===== src/rtl/seq_pkg.sv =====
// Shared definitions for the serial bitstream feeder: FSM states,
// counter sizing helper and the default idle level of the serial line.
package seq_pkg;

    typedef enum logic {
        IDLE  = 1'b0,
        SHIFT = 1'b1
    } state_t;

    // Level driven on seq whenever no data bit is being shifted out.
    localparam logic IDLE_BIT_DEFAULT = 1'b0;

    // Bit counter width for a word of 'width' bits (never narrower than 1).
    function automatic int cnt_w(input int width);
        return (width > 1) ? $clog2(width) : 1;
    endfunction

endpackage


===== src/rtl/piso_shift_reg.sv =====
// Parallel-in / serial-out shift register. The output bit is its own flop so
// the serial line is glitch-free; it falls back to IDLE_BIT whenever the
// register is neither loaded nor shifted.
module piso_shift_reg #(
    parameter int   WIDTH     = 8,
    parameter bit   MSB_FIRST = 1'b1,
    parameter logic IDLE_BIT  = 1'b0
) (
    input  logic             clk,
    input  logic             srst,
    input  logic             load,
    input  logic             shift,
    input  logic [WIDTH-1:0] din,
    output logic             bit_out
);

    logic [WIDTH-1:0] sreg_reg;
    logic [WIDTH-1:0] sreg_next;
    logic             bit_next;

    generate
        if (MSB_FIRST) begin : g_msb
            // Present bit WIDTH-1 on load, keep the remainder left-aligned.
            always_comb begin
                sreg_next = sreg_reg;
                bit_next  = IDLE_BIT;
                if (load) begin
                    bit_next  = din[WIDTH-1];
                    sreg_next = {din[WIDTH-2:0], 1'b0};
                end else if (shift) begin
                    bit_next  = sreg_reg[WIDTH-1];
                    sreg_next = {sreg_reg[WIDTH-2:0], 1'b0};
                end
            end
        end else begin : g_lsb
            // Present bit 0 on load, keep the remainder right-aligned.
            always_comb begin
                sreg_next = sreg_reg;
                bit_next  = IDLE_BIT;
                if (load) begin
                    bit_next  = din[0];
                    sreg_next = {1'b0, din[WIDTH-1:1]};
                end else if (shift) begin
                    bit_next  = sreg_reg[0];
                    sreg_next = {1'b0, sreg_reg[WIDTH-1:1]};
                end
            end
        end
    endgenerate

    // Shift register and output bit flops.
    always_ff @(posedge clk) begin
        if (srst) begin
            sreg_reg <= '0;
            bit_out  <= IDLE_BIT;
        end else begin
            sreg_reg <= sreg_next;
            bit_out  <= bit_next;
        end
    end

endmodule


===== src/rtl/serial_bitstream_feeder.sv =====
// Serializes parallel words onto a single bit line with word-boundary flags.
// One word is shifting while a second may wait in the pending slot, so words
// stream back to back without gap cycles.
module serial_bitstream_feeder
    import seq_pkg::*;
#(
    parameter int   WIDTH     = 8,
    parameter bit   MSB_FIRST = 1'b1,
    parameter logic IDLE_BIT  = IDLE_BIT_DEFAULT
) (
    input  logic             clk,
    input  logic             rst,
    input  logic [WIDTH-1:0] in_data,
    input  logic             in_valid,
    output logic             in_ready,
    output logic             seq,
    output logic             seq_valid,
    output logic             word_start,
    output logic             word_last,
    output logic             busy
);

    localparam int               CNT_W    = cnt_w(WIDTH);
    localparam logic [CNT_W-1:0] LAST_CNT = CNT_W'(WIDTH - 1);

    state_t           state_reg, state_next;
    logic [CNT_W-1:0] cnt_reg, cnt_next;
    logic [WIDTH-1:0] pend_reg, pend_next;
    logic             pend_full_reg, pend_full_next;
    logic             valid_reg, valid_next;
    logic             start_reg, start_next;
    logic             last_reg, last_next;
    logic             load;
    logic             shift;
    logic [WIDTH-1:0] load_data;
    logic             accept;

    // Only a full pending slot (or reset) blocks upstream.
    assign in_ready = !rst && !pend_full_reg;
    assign accept   = in_valid && in_ready;

    // Next-state, counter, pending slot and shifter control.
    always_comb begin
        state_next     = state_reg;
        cnt_next       = cnt_reg;
        pend_next      = pend_reg;
        pend_full_next = pend_full_reg;
        valid_next     = valid_reg;
        load           = 1'b0;
        shift          = 1'b0;
        load_data      = in_data;
        case (state_reg)
            IDLE: begin
                if (accept) begin
                    load       = 1'b1;
                    state_next = SHIFT;
                    cnt_next   = '0;
                    valid_next = 1'b1;
                end
            end
            SHIFT: begin
                if (cnt_reg == LAST_CNT) begin
                    // Last bit on the line: chain the next word in without a gap.
                    cnt_next = '0;
                    if (pend_full_reg) begin
                        load           = 1'b1;
                        load_data      = pend_reg;
                        pend_full_next = 1'b0;
                    end else if (accept) begin
                        load = 1'b1;
                    end else begin
                        state_next = IDLE;
                        valid_next = 1'b0;
                    end
                end else begin
                    shift    = 1'b1;
                    cnt_next = cnt_reg + CNT_W'(1);
                    if (accept) begin
                        pend_next      = in_data;
                        pend_full_next = 1'b1;
                    end
                end
            end
            default: begin
                state_next = IDLE;
                valid_next = 1'b0;
            end
        endcase
        start_next = valid_next && (cnt_next == '0);
        last_next  = valid_next && (cnt_next == LAST_CNT);
    end

    // Control state registers.
    always_ff @(posedge clk) begin
        if (rst) begin
            state_reg     <= IDLE;
            cnt_reg       <= '0;
            pend_reg      <= '0;
            pend_full_reg <= 1'b0;
            valid_reg     <= 1'b0;
            start_reg     <= 1'b0;
            last_reg      <= 1'b0;
        end else begin
            state_reg     <= state_next;
            cnt_reg       <= cnt_next;
            pend_reg      <= pend_next;
            pend_full_reg <= pend_full_next;
            valid_reg     <= valid_next;
            start_reg     <= start_next;
            last_reg      <= last_next;
        end
    end

    piso_shift_reg #(
        .WIDTH     (WIDTH),
        .MSB_FIRST (MSB_FIRST),
        .IDLE_BIT  (IDLE_BIT)
    ) u_piso (
        .clk     (clk),
        .srst    (rst),
        .load    (load),
        .shift   (shift),
        .din     (load_data),
        .bit_out (seq)
    );

    assign seq_valid  = valid_reg;
    assign word_start = start_reg;
    assign word_last  = last_reg;
    assign busy       = valid_reg || pend_full_reg;

endmodule


===== config.mk =====
export PLATFORM = sky130hd
export DESIGN_NAME = serial_bitstream_feeder
export DESIGN_NICKNAME = d
export VERILOG_FILES = /design/src/rtl/seq_pkg.sv /design/src/rtl/piso_shift_reg.sv /design/src/rtl/serial_bitstream_feeder.sv
export SDC_FILE = /design/constraint.sdc
export NUM_CORES = 1
export LEC_CHECK = 0
export CORE_AREA = 2 2 47 71
export CTS_CLUSTER_DIAMETER = 30
export DETAILED_ROUTE_END_ITERATION = 8
export DIE_AREA = 0 0 49 73
export SYNTH_ARGS = -nofsm -noshare
export SYNTH_HDL_FRONTEND = slang
export SYNTH_HIERARCHICAL = 1
export SYNTH_SLANG_ARGS = --single-unit

===== constraint.sdc =====
create_clock -name clk -period 4.8 [get_ports clk]
set_clock_uncertainty 0.2 [all_clocks]
set_input_delay 0.96 -clock clk [delete_from_list [all_inputs] [get_ports clk]]
set_output_delay 0.96 -clock clk [all_outputs]
set_load 0.005 [all_outputs]

# == Word level (Yosys, flattened, before mapping) ==
# Index checks and enable logic that the tools add are counted.
# word_totals
reg_bits,24
latch_bits,0
ram_bits,0
mem_bits_ro,0
in_bits,11
output_inout_bits,6
elab_cells,51
n_memories,0
# classes
addsub,1
n_mul,0
n_div,0
n_lt_le_gt_ge,0
eq_ne,2
shifts,0
n_mux,25
bitwise_logic,2
n_reduce_logical,12
# ops
cell,n
2-to-1 mux 8 bit,5
2-to-1 mux 1 bit,14
"== test 3 bit, second input constant",2
2-to-1 mux 3 bit,2
one-hot mux 1 bit (2 select lines),3
one-hot mux 3 bit (2 select lines),1
logical AND 1 bit,4
nonzero test 2 bit,2
"adder 3 x 1 -> 3 bit, second input constant",1
zero test 3 bit,1
AND reduction 3 bit,1
zero test 1 bit,2
inverter 1 bit,2
AND reduction 2 bit,1
logical OR 1 bit,1

# == Longest topological paths before layout ==
# Gate-level depths: netlist (run 1).
# depth
depth_word,8
mapped_depth,8
mapped_depth_nobuf,6

# == Hierarchy ==
# Netlist (run 1), hierarchy kept.
# by_module_without_submodules
mod,n_inst,cells_each,area_each_um2,seq_area_each_um2
serial_bitstream_feeder,1,87,782.0,320.3
piso_shift_reg,1,36,360.3,160.2

# == Worst setup path before layout (run 1) ==
# No wires, ideal clock.
# synth_timing
kind,input -> output
startpoint,input rst
endpoint,output in_ready
arrival_ps,1463
t_required_ps,3640
setup_slack_ps,2177
cell_stages,3
n_path_buf,2
cell_sequence,clkbuf_2 > buf_1 > nor2_1
# synth_between
elab_chain_len,2
# synth_lines
item,line,text
from (decl),serial_bitstream_feeder.sv:12,"input logic rst,"
zero test 1 bit,serial_bitstream_feeder.sv:39,assign in_ready = !rst && !pend_full_reg;
logical AND 1 bit,serial_bitstream_feeder.sv:39,
to (decl),serial_bitstream_feeder.sv:15,"output logic in_ready,"
# Every way passes these cells.

# == Worst setup path in the final report (run 1) ==
# Ends and elaborated chain as after synthesis.

==> flow_summary_export.csv, run 1 <==
group,metric,value,unit
global_route,grt_pass1_wl,3974,um
power,seq_power_share,47.2,%
critical_path,crit_fanout,24,
finish,layout_common_cells,"dfxtp_1, clkdlybuf4s50_1, a21oi_1",
global_route,antenna_found_initial,0,
placement,gp_congestion,0.7199,
floorplan,die_y,73,um
floorplan,die_area,0.003577,mm^2
power,ir_worst_vdd,0.0003216,V
timing,fmax,0.2968,GHz
power,p_comb_share,14.0,%
timing,setup_viol,0,
clock_tree,cts_buffers,3,
hold_path,hold_path.startpoint,"pend_reg[7]",
synth,synthSimpleGateAreaFrac,20.81,%
clock_tree,root_buffer,"clkbuf_8",
clock_tree,ctsHoldBuffers,0,
floorplan,ios,17,
timing,worst_slew_pin_slew,527.0,ps
hold_path,hold_path.class,"flip-flop to flip-flop",
synth,ys_ff_latch,24,
clock_tree,clock_latency,270,ps
timing,setup_tns,0,ps
critical_path,rr_worst_depth,7,
finish,fin_cells,177,
clock_tree,clock-sinks,24,
critical_path,worst_ep_required_time,3640,ps
finish,largest_register_ffs,8,
clock_tree,path_clk_slew,90,ps
clock_tree,clockBufferDepth,2,
hold_path,min_path_cells,2,
floorplan,core-area,0.003034,mm^2
job,maxCapViolCount,0,
drt,drt_iter0_drc,15,
drt,drc,0,
synth,netlist_instances,123,
clock_tree,tritoncts,"yes",
synth,synth_seq_area_share,42.06,%
power,power_leakage,0.5043,nW
clock_tree,cts_resized,0,
finish,layout_commonest_cell,"dfxtp_1",
power,internal_power,0.3567,mW
status,status,"finished clean",
finish,finalNetCount,151,
synth,syn_area_per_cell,9.287,um^2
placement,hpwlAfterDp,1668,um
floorplan,die-width,49,um
drt,ant_nets,0,
drt,viasPerCell,5.096,
synth,synth_top_family_by_area,"simple AND/OR/NAND/NOR gates",
critical_path,crit_type,"primary input to primary output",
critical_path,r2r_start,"cnt_reg[0]",
timing,drv_slew,0,
timing,min_period,3369,ps
drt,dr.pass1.iters,4,
critical_path,endpoint_kind,"primary output",
drt,num_vias,902,
critical_path,crit_path_top_delay_cell,"clkdlybuf4s50_1",
timing,hold_viol,0,
global_route,grt_pass1_vias,909,
synth,synth_area,0.001142,mm^2
timing,grt_setup_unrepaired,"false",
drt,post_drt_wl_per_cell,13.46,um
clock_tree,htree_levels,1,
finish,drive_gt1_share,15.33,%
global_route,grtUsageTotal,14.68,%
critical_path,worstPathCellList,"clkdlybuf4s50_1, buf_4, nor2_1, clkdlybuf4s50_1",
power,total_power,0.4630,mW
global_route,grt_max_degree,25,
synth,synth.distinct_cells,30,
critical_path,startpoint_type,"primary input",
critical_path,path_common_cell,"clkdlybuf4s50_1",
placement,portBuffers,16,
critical_path,r2r_slack,2520,ps
clock_tree,post_cts_buffers,0,
synth,synth-warning-count,6,
synth,synth_fp_nets,136,
placement,dpl.cell_count,173,
timing,slew_headroom,64.74,%
timing,fin_crit_sh,70.19,%
global_route,gr-total-overflow,0,
power,p_sw_share,22.97,%
power,clockPowerShare,38.8,%
synth,synthMuxAreaShare,13.14,%
synth,synth-xor-area-share,0,%
finish,area_delta_synth_final,21.69,%
power,switching_power,0.1064,mW
critical_path,r2r-end,"u_piso/sreg_reg[4]",
floorplan,initial_core_util,37.65,%
synth,synth_compound_area_share,15.88,%
floorplan,num_rows,25,
critical_path,max_stage_delay,460,ps
finish,n_antenna_cell,0,
synth,synth_fa_ha_area_share,2.191,%
critical_path,critPathArrivalTime,2210,ps
hold_path,hold_end,"pend_reg[7]",
power,p_per_area,333.1,mW/mm^2
drt,routed_wl,2383,um
-- worst max-delay path by stage --
stage	startpoint	end	slack, ps	cells past startpoint
final	rst	in_ready	1430	4
after global routing	rst	in_ready	1350	4
after CTS	rst	in_ready	1430	4
after detailed placement	rst	in_ready	1450	4
after global placement	rst	in_ready	1440	4
after floorplan	rst	in_ready	2180	3
-- power by group through the flow --
stage | clock [mW] | sequential, mW | combinational, mW
global route | 0.190 | 0.220 | 0.0719
global placement | 0 | 0.223 | 0.0635
CTS | 0.184 | 0.219 | 0.0657
detailed placement | 0 | 0.223 | 0.0653
floorplan | 0 | 0.219 | 0.0462
finish | 0.180 | 0.219 | 0.0648
-- metrics by stage --
stage                     instance area [um^2]  setup WS, ps  hold WS [ps]  util [%]
final                                     1390          1431         258.0     45.81
after global routing                      1390          1353         291.5     45.81
after CTS                                 1390          1430         262.6     45.81
after detailed placement                  1319          1453         249.1     43.46
after global placement                    1319          1440         240.5     43.46
after floorplan                           1142          2177         233.8         -
-- metal layers --
metal | part of all wire (%) | vias to the layer above | global-route usage, %
li1 | - | 458 | -
met1 | 40 | 427 | 15.58
met2 | 55 | 13 | 26.64
met3 | 2.2 | 4 | 2.459
met4 | 2.4 | 0 | 9.524
met5 | 0 | - | 0
-- Yosys cell counts --
master | count | area (um^2)
nor3b_1 | 1 | 7.510
nand2_1 | 11 | 41.29
inv_1 | 3 | 11.26
a2111oi_2 | 1 | 15.01
dfxtp_1 | 24 | 480.5
or2b_1 | 1 | 7.510
nand3b_1 | 1 | 7.510
clkbuf_2 | 2 | 10.01
a21oi_1 | 14 | 70.07
mux2i_1 | 6 | 60.06
clkbuf_1 | 1 | 3.750
or3b_1 | 1 | 8.760
nor2_1 | 7 | 26.28
mux2_2 | 8 | 90.09
a211o_1 | 1 | 8.760
buf_4 | 1 | 7.510
a2bb2oi_2 | 2 | 30.03
nand2b_1 | 2 | 12.51
nor4_1 | 1 | 6.260
buf_2 | 1 | 5.000
nor2b_1 | 8 | 50.05
buf_6 | 2 | 22.52
a211oi_1 | 7 | 52.55
buf_1 | 2 | 7.510
ha_1 | 2 | 25.02
o21ai_1 | 1 | 5.000
nand3_1 | 9 | 45.04
or2_2 | 1 | 6.260
nand2_2 | 1 | 6.260
nor3b_2 | 1 | 12.51
-- critical path: cells and delay by family --
family / cells / cell delay [ps]
buf+inv: 3 / 1180
simple gates: 1 / 70
-- final cells by class --
cell class / count / area [um^2]
multi-input cells: 87 / 594.3
fillers: 326 / 1644
repair buffers: 19 / 182.7
well taps: 40 / 50.05
flip-flops and latches: 24 / 480.5
clock inverters: 1 / 30.03
inverters: 3 / 11.26
clock buffers: 3 / 41.29
-- logic make-up after synthesis --
group | after synthesis
compound gates | 26
flops | 24
fa+ha+maj | 2
simple gates | 45
buf+inv | 12
mux | 14
Power figures use the tool's default switching activity.
==> run 2: changes to the inputs <==
Clock period 4.8 ns to 2.95 ns, I/O delays scaled along.
==> run 2 against run 1 <==
  * Design area up 0.54%
  * Final cell count up 0.56%
  * First-iteration DRC count unchanged
  * Non-clock buffer count up 1
  * Flip-flop and latch count unchanged
  * Clock power up 58%
  * Sequential power up 63%
  * Worst hold slack about the same
  * Critical path type unchanged
  * Largest power group unchanged
==> flow_summary_export.csv, run 2 (synthesis results as in run 1) <==
group,metric,value,unit
drt,post_drt_wl_per_cell,12.82,um
power,p_comb_share,14.2,%
floorplan,initial_core_util,37.65,%
critical_path,startpoint_type,"primary input",
critical_path,crit_fanout,9,
drt,met2WireLength,1257,um
power,p_per_area,534.9,mW/mm^2
finish,largest_register_ffs,8,
clock_tree,ctsHoldBuffers,0,
timing,fmax,0.3801,GHz
drt,ant_nets,0,
status,status,"finished clean",
drt,routed.top_layer,"met4",
clock_tree,clock-sinks,24,
finish,n_antenna_cell,0,
critical_path,critPathArrivalTime,1840,ps
critical_path,max_stage_delay,580,ps
critical_path,path_common_cell,"clkdlybuf4s50_1",
job,maxCapViolCount,0,
finish,layout_commonest_cell,"dfxtp_1",
global_route,grt_pass1_vias,910,
timing,slew_headroom,69.68,%
global_route,antenna_found_initial,0,
floorplan,die_area,0.003577,mm^2
global_route,grt_pass1_wl,3822,um
finish,area_delta_synth_final,22.34,%
timing,min_period,2631,ps
clock_tree,root_buffer,"clkbuf_8",
floorplan,die_y,73,um
finish,design_area,0.001398,mm^2
timing,setup_viol,0,
clock_tree,clock_latency,260,ps
critical_path,crit_path_top_delay_cell,"clkdlybuf4s50_1",
power,seq_power_share,47.6,%
placement,gp_congestion,0.7593,
drt,dr_wl_met3,33,um
power,switching_power,0.1664,mW
finish,seq_area,480.5,um^2
clock_tree,tritoncts,"yes",
finish,fillers,323,
placement,portBuffers,16,
critical_path,rr_worst_depth,7,
clock_tree,clockBufferDepth,2,
global_route,grtUsageTotal,13.76,%
critical_path,worst_ep_required_time,2160,ps
power,ir_worst_vdd,0.0002729,V
global_route,gr-total-overflow,0,
power,internal_power,0.5812,mW
timing,grt_setup_unrepaired,"false",
clock_tree,path_clk_slew,80,ps
hold_path,hold_path.class,"flip-flop to flip-flop",
hold_path,min_path_cells,2,
critical_path,crit_type,"primary input to primary output",
clock_tree,post_cts_buffers,0,
timing,hold_viol,0,
placement,hpwlAfterDp,1703,um
drt,viasPerCell,5.045,
power,p_sw_share,22.26,%
finish,finalNetCount,152,
clock_tree,cts_resized,0,
floorplan,num_rows,25,
timing,drv_slew,0,
floorplan,ios,17,
clock_tree,cts_buffers,3,
clock_tree,htree_levels,1,
timing,worst_slew_pin_slew,454.2,ps
timing,fin_crit_sh,89.19,%
drt,drc,0,
power,power_leakage,0.5095,nW
critical_path,endpoint_kind,"primary output",
drt,drt_iter0_drc,15,
power,clockPowerShare,38.2,%
finish,layout_common_cells,"dfxtp_1, clkdlybuf4s50_1, a21oi_1",
timing,setup_tns,0,ps
floorplan,core-area,0.003034,mm^2
drt,drt-met1-wl,971,um
drt,dr.pass1.iters,4,
drt,num_vias,898,
critical_path,worstPathCellList,"clkdlybuf4s50_1, nor2_1, clkdlybuf4s50_1",
placement,dpl_cell_area,0.001326,mm^2
floorplan,die-width,49,um
finish,drive_gt1_share,15.94,%
drt,routed_wl,2282,um
finish,multiInputGateArea,594.3,um^2
global_route,grt_max_degree,20,
run 2: cell count changes in the layout (fill, tap and decap cells not counted), sizes merged:
cell | before | now
buf | 3 | 4
run 2: power by group through the flow:
stage,Clock (mW),Sequential (mW),Combinational (mW)
after floorplan,0,0.357,0.0752
after global placement,0,0.363,0.106
after detailed placement,0,0.364,0.108
after CTS,0.293,0.356,0.108
after global routing,0.306,0.359,0.118
final,0.285,0.356,0.107
run 2: worst max-delay path: cells and delay by family:
kind | cells | cell delay [ps]
and+or+nand+nor | 1 | 160
buffers and inverters | 2 | 1090
run 2: routing by layer:
| layer | GRT usage (%) | vias to the layer above |
|---|---|---|
| met5 | 0 | - |
| met4 | 7.302 | 0 |
| met3 | 1.434 | 2 |
| met2 | 26.33 | 7 |
| met1 | 14.65 | 429 |
| li1 | - | 460 |
run 2: area by class of cell:
type	instances	share of cell area, %
clock buffer	3	2.954
clock inverter	1	2.149
inverter	3	0.8057
tap	40	3.581
sequential	24	34.38
multi-input combinational	87	42.52
timing repair buffer	20	13.61
run 2: final timing paths:
kind	from	endpoint	slack, ps
setup / recovery	rst	in_ready	320
hold reg to reg	pend_reg[5]	pend_reg[5]	260
hold / removal	pend_reg[5]	pend_reg[5]	260
setup reg to reg	cnt_reg[0]	u_piso/sreg_reg[2]	840
run 2: metrics by stage:
step / setup WS [ps] / cells / utilization, % / hold WS, ps / total power, mW
floorplan: 864.5 / 123 / - / 233.8 / 0.4319
global placement: 343.1 / 174 / 43.71 / 240.1 / 0.4683
detailed placement: 338.1 / 174 / 43.71 / 245.6 / 0.4712
CTS: 319.7 / 178 / 46.06 / 257.8 / 0.7570
global route: 212.4 / 178 / 46.06 / 285.5 / 0.7825
finish: 319.0 / 178 / 46.06 / 257.7 / 0.7476
